--- src/rtl/multicycle_control_unit_if.sv ---
// multicycle_control_unit_if
// Bundle between the multicycle control unit and its datapath/memory environment.
//   Datapath -> control : cond, op, funct, link (instruction fields), ALUFlags,
//                         mem_ready (memory completes the current access).
//   Control -> datapath : NZCV flag register, PCWrite/IRWrite/RegWrite/MemWrite/
//                         MemRead enables, AdrSrc, ALUSrcB, ResultSrc, ImmSrc,
//                         RegSrc, ALUOp, debug state and sticky fault.
// master modport: the control unit. slave modport: the datapath side.
interface multicycle_control_unit_if;
    logic [3:0] cond;
    logic [1:0] op;
    logic [5:0] funct;
    logic       link;
    logic [3:0] ALUFlags;
    logic       mem_ready;

    logic [3:0] NZCV;
    logic       PCWrite;
    logic       IRWrite;
    logic       RegWrite;
    logic       MemWrite;
    logic       MemRead;
    logic       AdrSrc;
    logic       ALUSrcB;
    logic [1:0] ResultSrc;
    logic [1:0] ImmSrc;
    logic [1:0] RegSrc;
    logic [3:0] ALUOp;
    logic [3:0] state;
    logic       fault;

    modport master (
        input  cond, op, funct, link, ALUFlags, mem_ready,
        output NZCV, PCWrite, IRWrite, RegWrite, MemWrite, MemRead,
               AdrSrc, ALUSrcB, ResultSrc, ImmSrc, RegSrc, ALUOp, state, fault
    );

    modport slave (
        output cond, op, funct, link, ALUFlags, mem_ready,
        input  NZCV, PCWrite, IRWrite, RegWrite, MemWrite, MemRead,
               AdrSrc, ALUSrcB, ResultSrc, ImmSrc, RegSrc, ALUOp, state, fault
    );
endinterface

--- src/rtl/multicycle_control_unit.sv ---
// multicycle_control_unit
// Multicycle ARM-style control FSM: fetch, decode with condition evaluation,
// data-processing, load/store and branch sequences, with a memory wait timeout
// that parks the block in a sticky FAULT state until reset.
// Ports:
//   clk    - single rising-edge clock
//   reset  - synchronous, active-high
//   bus    - multicycle_control_unit_if.master (instruction fields, ALU flags,
//            mem_ready in; datapath enables, NZCV, state and fault out)
module multicycle_control_unit #(
    parameter int         MEM_TIMEOUT = 16,
    parameter logic [3:0] CMP_OP      = 4'b1010,
    parameter bit         ENABLE_BL   = 1'b1
) (
    input  logic                      clk,
    input  logic                      reset,
    multicycle_control_unit_if.master bus
);

    typedef enum logic [3:0] {
        FETCH  = 4'd0,
        DECODE = 4'd1,
        EXEC   = 4'd2,
        ALUWB  = 4'd3,
        MEMADR = 4'd4,
        MEMRD  = 4'd5,
        MEMWB  = 4'd6,
        MEMWR  = 4'd7,
        BRANCH = 4'd8,
        FAULT  = 4'd9
    } state_t;

    localparam logic [7:0] TIMEOUT_LAST = 8'(MEM_TIMEOUT - 1);

    state_t     state_q;
    state_t     state_d;
    state_t     out_state;
    logic [3:0] nzcv_q;
    logic [7:0] wait_cnt;
    logic       cond_pass;
    logic       waiting;
    logic       timed_out;

    logic       pc_write;
    logic       ir_write;
    logic       reg_write;
    logic       mem_write;
    logic       mem_read;
    logic       adr_src;
    logic       alu_src_b;
    logic [1:0] result_src;
    logic [1:0] imm_src;
    logic [1:0] reg_src;
    logic [3:0] alu_op;

    // Condition check against the architectural flags (not this cycle's ALU flags).
    always_comb begin
        logic n, z, c, v;
        {n, z, c, v} = nzcv_q;
        cond_pass = 1'b0;
        case (bus.cond)
            4'b0000: cond_pass = z;
            4'b0001: cond_pass = ~z;
            4'b0010: cond_pass = c;
            4'b0011: cond_pass = ~c;
            4'b0100: cond_pass = n;
            4'b0101: cond_pass = ~n;
            4'b0110: cond_pass = v;
            4'b0111: cond_pass = ~v;
            4'b1000: cond_pass = c & ~z;
            4'b1001: cond_pass = ~c | z;
            4'b1010: cond_pass = (n == v);
            4'b1011: cond_pass = (n != v);
            4'b1100: cond_pass = ~z & (n == v);
            4'b1101: cond_pass = z | (n != v);
            4'b1110: cond_pass = 1'b1;
            default: cond_pass = 1'b0;
        endcase
    end

    // Timeout fires on the last allowed stall cycle only if memory is still not
    // ready, so a completion on the threshold cycle is honoured.
    assign waiting   = (state_q == FETCH) || (state_q == MEMRD) || (state_q == MEMWR);
    assign timed_out = waiting && !bus.mem_ready && (wait_cnt == TIMEOUT_LAST);

    // State register, flag register and wait counter.
    always_ff @(posedge clk) begin
        if (reset) begin
            state_q  <= FETCH;
            nzcv_q   <= 4'b0000;
            wait_cnt <= 8'd0;
        end else begin
            state_q <= state_d;
            if (state_d != state_q) begin
                wait_cnt <= 8'd0;
            end else if (waiting && !bus.mem_ready) begin
                wait_cnt <= wait_cnt + 8'd1;
            end
            if (state_q == EXEC && bus.funct[0]) begin
                nzcv_q <= bus.ALUFlags;
            end
        end
    end

    // Next-state logic.
    always_comb begin
        state_d = state_q;
        case (state_q)
            FETCH: begin
                if (bus.mem_ready) state_d = DECODE;
                else if (timed_out) state_d = FAULT;
            end
            DECODE: begin
                if (!cond_pass) begin
                    state_d = FETCH;
                end else begin
                    case (bus.op)
                        2'b00:   state_d = EXEC;
                        2'b01:   state_d = MEMADR;
                        2'b10:   state_d = BRANCH;
                        default: state_d = FAULT;
                    endcase
                end
            end
            EXEC:   state_d = (bus.funct[4:1] == CMP_OP) ? FETCH : ALUWB;
            ALUWB:  state_d = FETCH;
            MEMADR: state_d = bus.funct[0] ? MEMRD : MEMWR;
            MEMRD: begin
                if (bus.mem_ready) state_d = MEMWB;
                else if (timed_out) state_d = FAULT;
            end
            MEMWB:  state_d = FETCH;
            MEMWR: begin
                if (bus.mem_ready) state_d = FETCH;
                else if (timed_out) state_d = FAULT;
            end
            BRANCH: state_d = FETCH;
            FAULT:  state_d = FAULT;
            default: state_d = FAULT;
        endcase
    end

    // While reset is held the outputs already look like an idle FETCH, so any
    // in-flight store is dropped immediately rather than at the clock edge.
    assign out_state = reset ? FETCH : state_q;

    // Output decode.
    always_comb begin
        pc_write   = 1'b0;
        ir_write   = 1'b0;
        reg_write  = 1'b0;
        mem_write  = 1'b0;
        mem_read   = 1'b0;
        adr_src    = 1'b0;
        alu_src_b  = 1'b0;
        result_src = 2'b00;
        imm_src    = 2'b00;
        reg_src    = 2'b00;
        alu_op     = 4'b0100;
        case (out_state)
            FETCH: begin
                mem_read = 1'b1;
                if (bus.mem_ready && !reset) begin
                    ir_write = 1'b1;
                    pc_write = 1'b1;
                end
            end
            EXEC: begin
                alu_op    = bus.funct[4:1];
                alu_src_b = bus.funct[5];
            end
            ALUWB: begin
                reg_write = 1'b1;
            end
            MEMADR: begin
                imm_src   = 2'b01;
                alu_src_b = ~bus.funct[5];
                alu_op    = bus.funct[3] ? 4'b0100 : 4'b0010;
            end
            MEMRD: begin
                mem_read = 1'b1;
                adr_src  = 1'b1;
            end
            MEMWB: begin
                reg_write  = 1'b1;
                result_src = 2'b01;
            end
            MEMWR: begin
                mem_write = 1'b1;
                adr_src   = 1'b1;
            end
            BRANCH: begin
                imm_src    = 2'b10;
                reg_src    = 2'b01;
                alu_src_b  = 1'b1;
                pc_write   = 1'b1;
                result_src = 2'b10;
                reg_write  = ENABLE_BL & bus.link;
            end
            default: begin
            end
        endcase
    end

    assign bus.NZCV      = nzcv_q;
    assign bus.PCWrite   = pc_write;
    assign bus.IRWrite   = ir_write;
    assign bus.RegWrite  = reg_write;
    assign bus.MemWrite  = mem_write;
    assign bus.MemRead   = mem_read;
    assign bus.AdrSrc    = adr_src;
    assign bus.ALUSrcB   = alu_src_b;
    assign bus.ResultSrc = result_src;
    assign bus.ImmSrc    = imm_src;
    assign bus.RegSrc    = reg_src;
    assign bus.ALUOp     = alu_op;
    assign bus.state     = state_q;
    assign bus.fault     = (state_q == FAULT);

endmodule

--- src/flat_wrapper.sv ---
// flat-port wrapper written by rule: the top's interface ports become plain ports
module multicycle_control_unit_flat 
#(
    parameter int         MEM_TIMEOUT = 16,
    parameter logic [3:0] CMP_OP      = 4'b1010,
    parameter bit         ENABLE_BL   = 1'b1
)
  (clk, reset, bus_cond, bus_op, bus_funct, bus_link, bus_ALUFlags, bus_mem_ready, bus_NZCV, bus_PCWrite, bus_IRWrite, bus_RegWrite, bus_MemWrite, bus_MemRead, bus_AdrSrc, bus_ALUSrcB, bus_ResultSrc, bus_ImmSrc, bus_RegSrc, bus_ALUOp, bus_state, bus_fault);
  multicycle_control_unit_if bus_i ();
  input  logic clk;
  input  logic reset;
  input wire logic [$bits(bus_i.cond)-1:0] bus_cond;
  input wire logic [$bits(bus_i.op)-1:0] bus_op;
  input wire logic [$bits(bus_i.funct)-1:0] bus_funct;
  input wire logic [$bits(bus_i.link)-1:0] bus_link;
  input wire logic [$bits(bus_i.ALUFlags)-1:0] bus_ALUFlags;
  input wire logic [$bits(bus_i.mem_ready)-1:0] bus_mem_ready;
  output wire logic [$bits(bus_i.NZCV)-1:0] bus_NZCV;
  output wire logic [$bits(bus_i.PCWrite)-1:0] bus_PCWrite;
  output wire logic [$bits(bus_i.IRWrite)-1:0] bus_IRWrite;
  output wire logic [$bits(bus_i.RegWrite)-1:0] bus_RegWrite;
  output wire logic [$bits(bus_i.MemWrite)-1:0] bus_MemWrite;
  output wire logic [$bits(bus_i.MemRead)-1:0] bus_MemRead;
  output wire logic [$bits(bus_i.AdrSrc)-1:0] bus_AdrSrc;
  output wire logic [$bits(bus_i.ALUSrcB)-1:0] bus_ALUSrcB;
  output wire logic [$bits(bus_i.ResultSrc)-1:0] bus_ResultSrc;
  output wire logic [$bits(bus_i.ImmSrc)-1:0] bus_ImmSrc;
  output wire logic [$bits(bus_i.RegSrc)-1:0] bus_RegSrc;
  output wire logic [$bits(bus_i.ALUOp)-1:0] bus_ALUOp;
  output wire logic [$bits(bus_i.state)-1:0] bus_state;
  output wire logic [$bits(bus_i.fault)-1:0] bus_fault;
  assign bus_i.cond = bus_cond;
  assign bus_i.op = bus_op;
  assign bus_i.funct = bus_funct;
  assign bus_i.link = bus_link;
  assign bus_i.ALUFlags = bus_ALUFlags;
  assign bus_i.mem_ready = bus_mem_ready;
  assign bus_NZCV = bus_i.NZCV;
  assign bus_PCWrite = bus_i.PCWrite;
  assign bus_IRWrite = bus_i.IRWrite;
  assign bus_RegWrite = bus_i.RegWrite;
  assign bus_MemWrite = bus_i.MemWrite;
  assign bus_MemRead = bus_i.MemRead;
  assign bus_AdrSrc = bus_i.AdrSrc;
  assign bus_ALUSrcB = bus_i.ALUSrcB;
  assign bus_ResultSrc = bus_i.ResultSrc;
  assign bus_ImmSrc = bus_i.ImmSrc;
  assign bus_RegSrc = bus_i.RegSrc;
  assign bus_ALUOp = bus_i.ALUOp;
  assign bus_state = bus_i.state;
  assign bus_fault = bus_i.fault;
  multicycle_control_unit #(.MEM_TIMEOUT(MEM_TIMEOUT), .CMP_OP(CMP_OP), .ENABLE_BL(ENABLE_BL)) u_core (.clk(clk), .reset(reset), .bus(bus_i));
endmodule
--- config.mk ---
export PLATFORM = sky130hd
export DESIGN_NAME = multicycle_control_unit_flat
export DESIGN_NICKNAME = d
export VERILOG_FILES = /design/src/rtl/multicycle_control_unit_if.sv /design/src/rtl/multicycle_control_unit.sv /design/src/flat_wrapper.sv
export SDC_FILE = /design/constraint.sdc
export NUM_CORES = 1
export LEC_CHECK = 0
export BUFFER_PORTS_ARGS = -buffer_cell sky130_fd_sc_hd__buf_4
export CORE_ASPECT_RATIO = 0.8
export CORE_MARGIN = 3
export CORE_UTILIZATION = 50
export DETAILED_ROUTE_END_ITERATION = 12
export MAX_ROUTING_LAYER = met4
export PLACE_DENSITY = 0.79
export SETUP_SLACK_MARGIN = 0.4
export SLEW_MARGIN = 20
export SYNTH_ARGS = -nofsm -noshare
export SYNTH_HDL_FRONTEND = slang
export SYNTH_SLANG_ARGS = --single-unit
--- constraint.sdc ---
create_clock -name clk -period 1.9 [get_ports clk]
set_input_delay 0.095 -clock clk [delete_from_list [all_inputs] [get_ports clk]]
set_output_delay 0.095 -clock clk [all_outputs]
set_load 0.005 [all_outputs]
==> impl_metrics.py <==
metrics = {
    "outcome": {
        "status": "complete, no violations",
    },
    "worst_setup_path": {
        "crit_family": "simple AND/OR/NAND/NOR gates",
        "end_kind": "flop",
        "worstPathRequired_ps": 2080,
        "cp_cell_sequence": "or3_4 > a2111oi_4 > nand2_1 > xor2_1 > nor2_2",
        "arrival_ps": 2030,
        "crit_type": "reg2reg",
        "cp_slowest_cell": "dfxtp_4",
        "worstPathMaxFanout": 7,
        "critPathMaxStageDelay_ps": 420,
        "cp_num_buf_inv": 0,
        "startpoint_type": "flop",
    },
    "power": {
        "p_int_uw": 625,
        "p_switching_uw": 323,
        "p_leak_nw": 0.869,
        "powerDensity_nw_per_um2": 430,
        "p_sw_frac": 0.341,
        "vdd_drop_max_uv": 420,
        "pwr-share-comb": 0.375,
        "p_seq_frac": 0.378,
        "power_frac_clock": 0.247,
    },
    "placement": {
        "gp_congestion": 0.854,
        "post-place-ws_ps": 170,
        "dp_hpwl_mm": 2.97,
        "portBuffers": 44,
        "place_area_um2": 1730,
        "dp.cells": 253,
    },
    "logic_synthesis": {
        "synthesis.instances": 182,
        "netlist.area_leader.share": 0.234,
        "synthArstFlopShare": 0,
        "syn-cell-area_um2": 1370,
        "synthesis.nets": 203,
        "synth.distinct_cells": 50,
        "ys_seq_area_frac": 0.234,
        "synth.most_common_cell": "nor2_1",
        "synth_common_cells": "25 x nor2_1, 16 x dfxtp_1, 10 x nand2_1, 9 x a21oi_1",
        "synth_area_leader_cell": "dfxtp_1",
        "synth-edff-count": 0,
        "syn_avg_cell_area_um2": 7.53,
        "synth_area_leaders": "dfxtp_1 23%, nor2_1 6.8%, mux2i_1 5.1%, xor2_1 3.8%, nand2b_1 3.6%",
        "synthFlopType": "dfxtp_1",
        "synth-seq-cells": 16,
        "ys.warnings.count": 0,
    },
    "sta": {
        "finalWorstSetupSlack_ps": 48.0,
        "skew_ps": 4.70,
        "rsz0062_at_grt": "yes",
        "setup_violations": 0,
        "layout_min_cycle_time_ps": 1850,
        "finalHoldViolCount": 0,
        "tns_ps": 0,
        "slew_viol_final": 0,
        "fmax_mhz": 540,
        "period_share": 0.975,
    },
    "global_routing": {
        "antenna_found_initial": 0,
        "overflow": 0,
        "grt_pass1_vias": 1438,
        "grt_pass1_wl_mm": 6.67,
        "grt_use_total": 0.257,
        "grt_max_degree": 17,
    },
    "die": {
        "io_pins": 46,
        "core-area_um2": 2520,
        "die_h_um": 52.8,
        "start_util": 0.544,
        "fp-row-count": 16,
        "dieArea_um2": 3410,
        "fp.dieW_um": 64.6,
    },
    "layout": {
        "drive_above_1_share": 0.537,
        "final_cell_count_no_fill": 278,
        "fill_cells": 113,
        "area_growth_pct": 60.8,
        "final_core_util": 0.874,
        "nets": 264,
        "final_cell_area_um2": 2200,
        "diodes": 0,
        "multi_input_area_um2": 1190,
        "regArea_um2": 343,
    },
    "clock_tree": {
        "clock_sinks": 16,
        "htree_levels": 1,
        "cts_buffers": 3,
        "clockRootBuffer": "clkbuf_4",
        "clk_latency_ps": 290,
        "clk_pin_slew_worst_paths_ps": 100,
        "clk_path_buf_depth": 2,
        "hold_buffers": 0,
        "cts_tree": "done",
    },
    "route": {
        "finalWirelength_mm": 5.73,
        "first_pass_iters": 6,
        "vias": 1815,
        "vias_per_cell": 6.53,
        "wl_per_cell_um": 20.6,
        "route.detailed.drc": 0,
        "drtIter0Drc": 254,
        "antenna_left": 0,
    },
    "run": {
        "cap_violations": 0,
    },
    "worst_hold_path": {
        "worstHoldPathType": "in2reg",
    },
}
==> power by group through the flow <==
stage               registers, mW  clock network, mW  logic (mW)
detailed placement          0.366                  0       0.233
global placement            0.365                  0       0.224
CTS                         0.358              0.227       0.265
floorplan                   0.359                  0       0.154
finish                      0.359              0.234       0.355
global route                0.359              0.246       0.374
==> flip-flops by register name, indices dropped and copies added, names as in the netlist <==
name and cells:
u_core.bus.state 4, u_core.wait_cnt 8, u_core.bus.NZCV 4
==> kinds of logic after synthesis <==
group                      Yosys count  share of synthesized area
buffers and inverters               19                     0.0693
and+or+nand+nor                     87                      0.356
AOI/OAI and AO/OA                   41                      0.214
DFF                                 16                      0.234
muxes                                7                     0.0511
xor gates and xnor gates            10                     0.0639
other                                1                    0.00273
adders and majority gates            1                    0.00912
==> worst min-delay path: cells and delay by family <==
kind | cells | cell delay, ps
simple gates | 1 | 80
mux | 1 | 50
buf+inv | 1 | 80
==> final cells by class <==
type                            count  area share
Clock buffer                        4      0.0165
Sequential cell                    16       0.156
Timing Repair Buffer               72       0.263
Tap cell                           36      0.0204
Multi-Input combinational cell    147       0.540
Inverter                            3     0.00511
==> final timing paths <==
check / end / cells past startpoint / start / slack [ps]
setup / recovery: u_core.wait_cnt[3] / 5 / u_core.bus.state[2] / 50
hold / removal: u_core.bus.NZCV[1] / 3 / bus_ALUFlags[1] / 40
setup reg to reg: u_core.wait_cnt[3] / 5 / u_core.bus.state[2] / 50
hold reg to reg: u_core.wait_cnt[1] / 2 / u_core.wait_cnt[1] / 590
==> metal layers <==
| metal | routed length (um) | global-route usage |
|---|---|---|
| met5 | 0 | - |
| met4 | 296 | 0.0772 |
| met3 | 555 | 0.0408 |
| met2 | 2750 | 0.462 |
| met1 | 2130 | 0.299 |
==> metrics by stage <==
stage	hold WS, ps	total power [mW]
global route	37.3	0.979
finish	35.3	0.948
floorplan	225	0.513
global placement	332	0.589
detailed placement	338	0.599
CTS	42.2	0.849
==> repair_timing <==
| action | CTS | global route |
|---|---|---|
| pin swaps | 9 | 16 |
| resized for setup | 28 | 45 |
| endpoints found under the setup margin | 32 | 29 |
| gates cloned | 0 | 0 |
| endpoints found under the hold margin | 0 | 0 |
| buffers inserted | 4 | 17 |
==> cell usage in the layout (no fill, tap or decap), drive strengths merged, types with 2 or more instances in the layout <==
cell type | netlist | final
xor2 | 6 | 6
nor2b | 2 | 2
or3 | 3 | 3
inv | 3 | 3
nand4 | 4 | 4
and2 | 3 | 3
clkbuf | 8 | 4
o22ai | 3 | 3
buf | 8 | 72
o21ai | 8 | 8
xnor2 | 4 | 4
o211ai | 3 | 3
nor2 | 26 | 26
nand2b | 8 | 8
a21oi | 9 | 9
nand2 | 10 | 10
and3 | 6 | 6
nor3 | 8 | 8
a31oi | 3 | 3
o21a | 2 | 2
mux2i | 7 | 7
o31ai | 2 | 2
nor3b | 2 | 2
a2bb2oi | 3 | 3
nor4 | 2 | 2
nand3 | 4 | 4
nand3b | 3 | 3
dfxtp | 16 | 16
No activity file was read; power rests on OpenSTA's default activity.
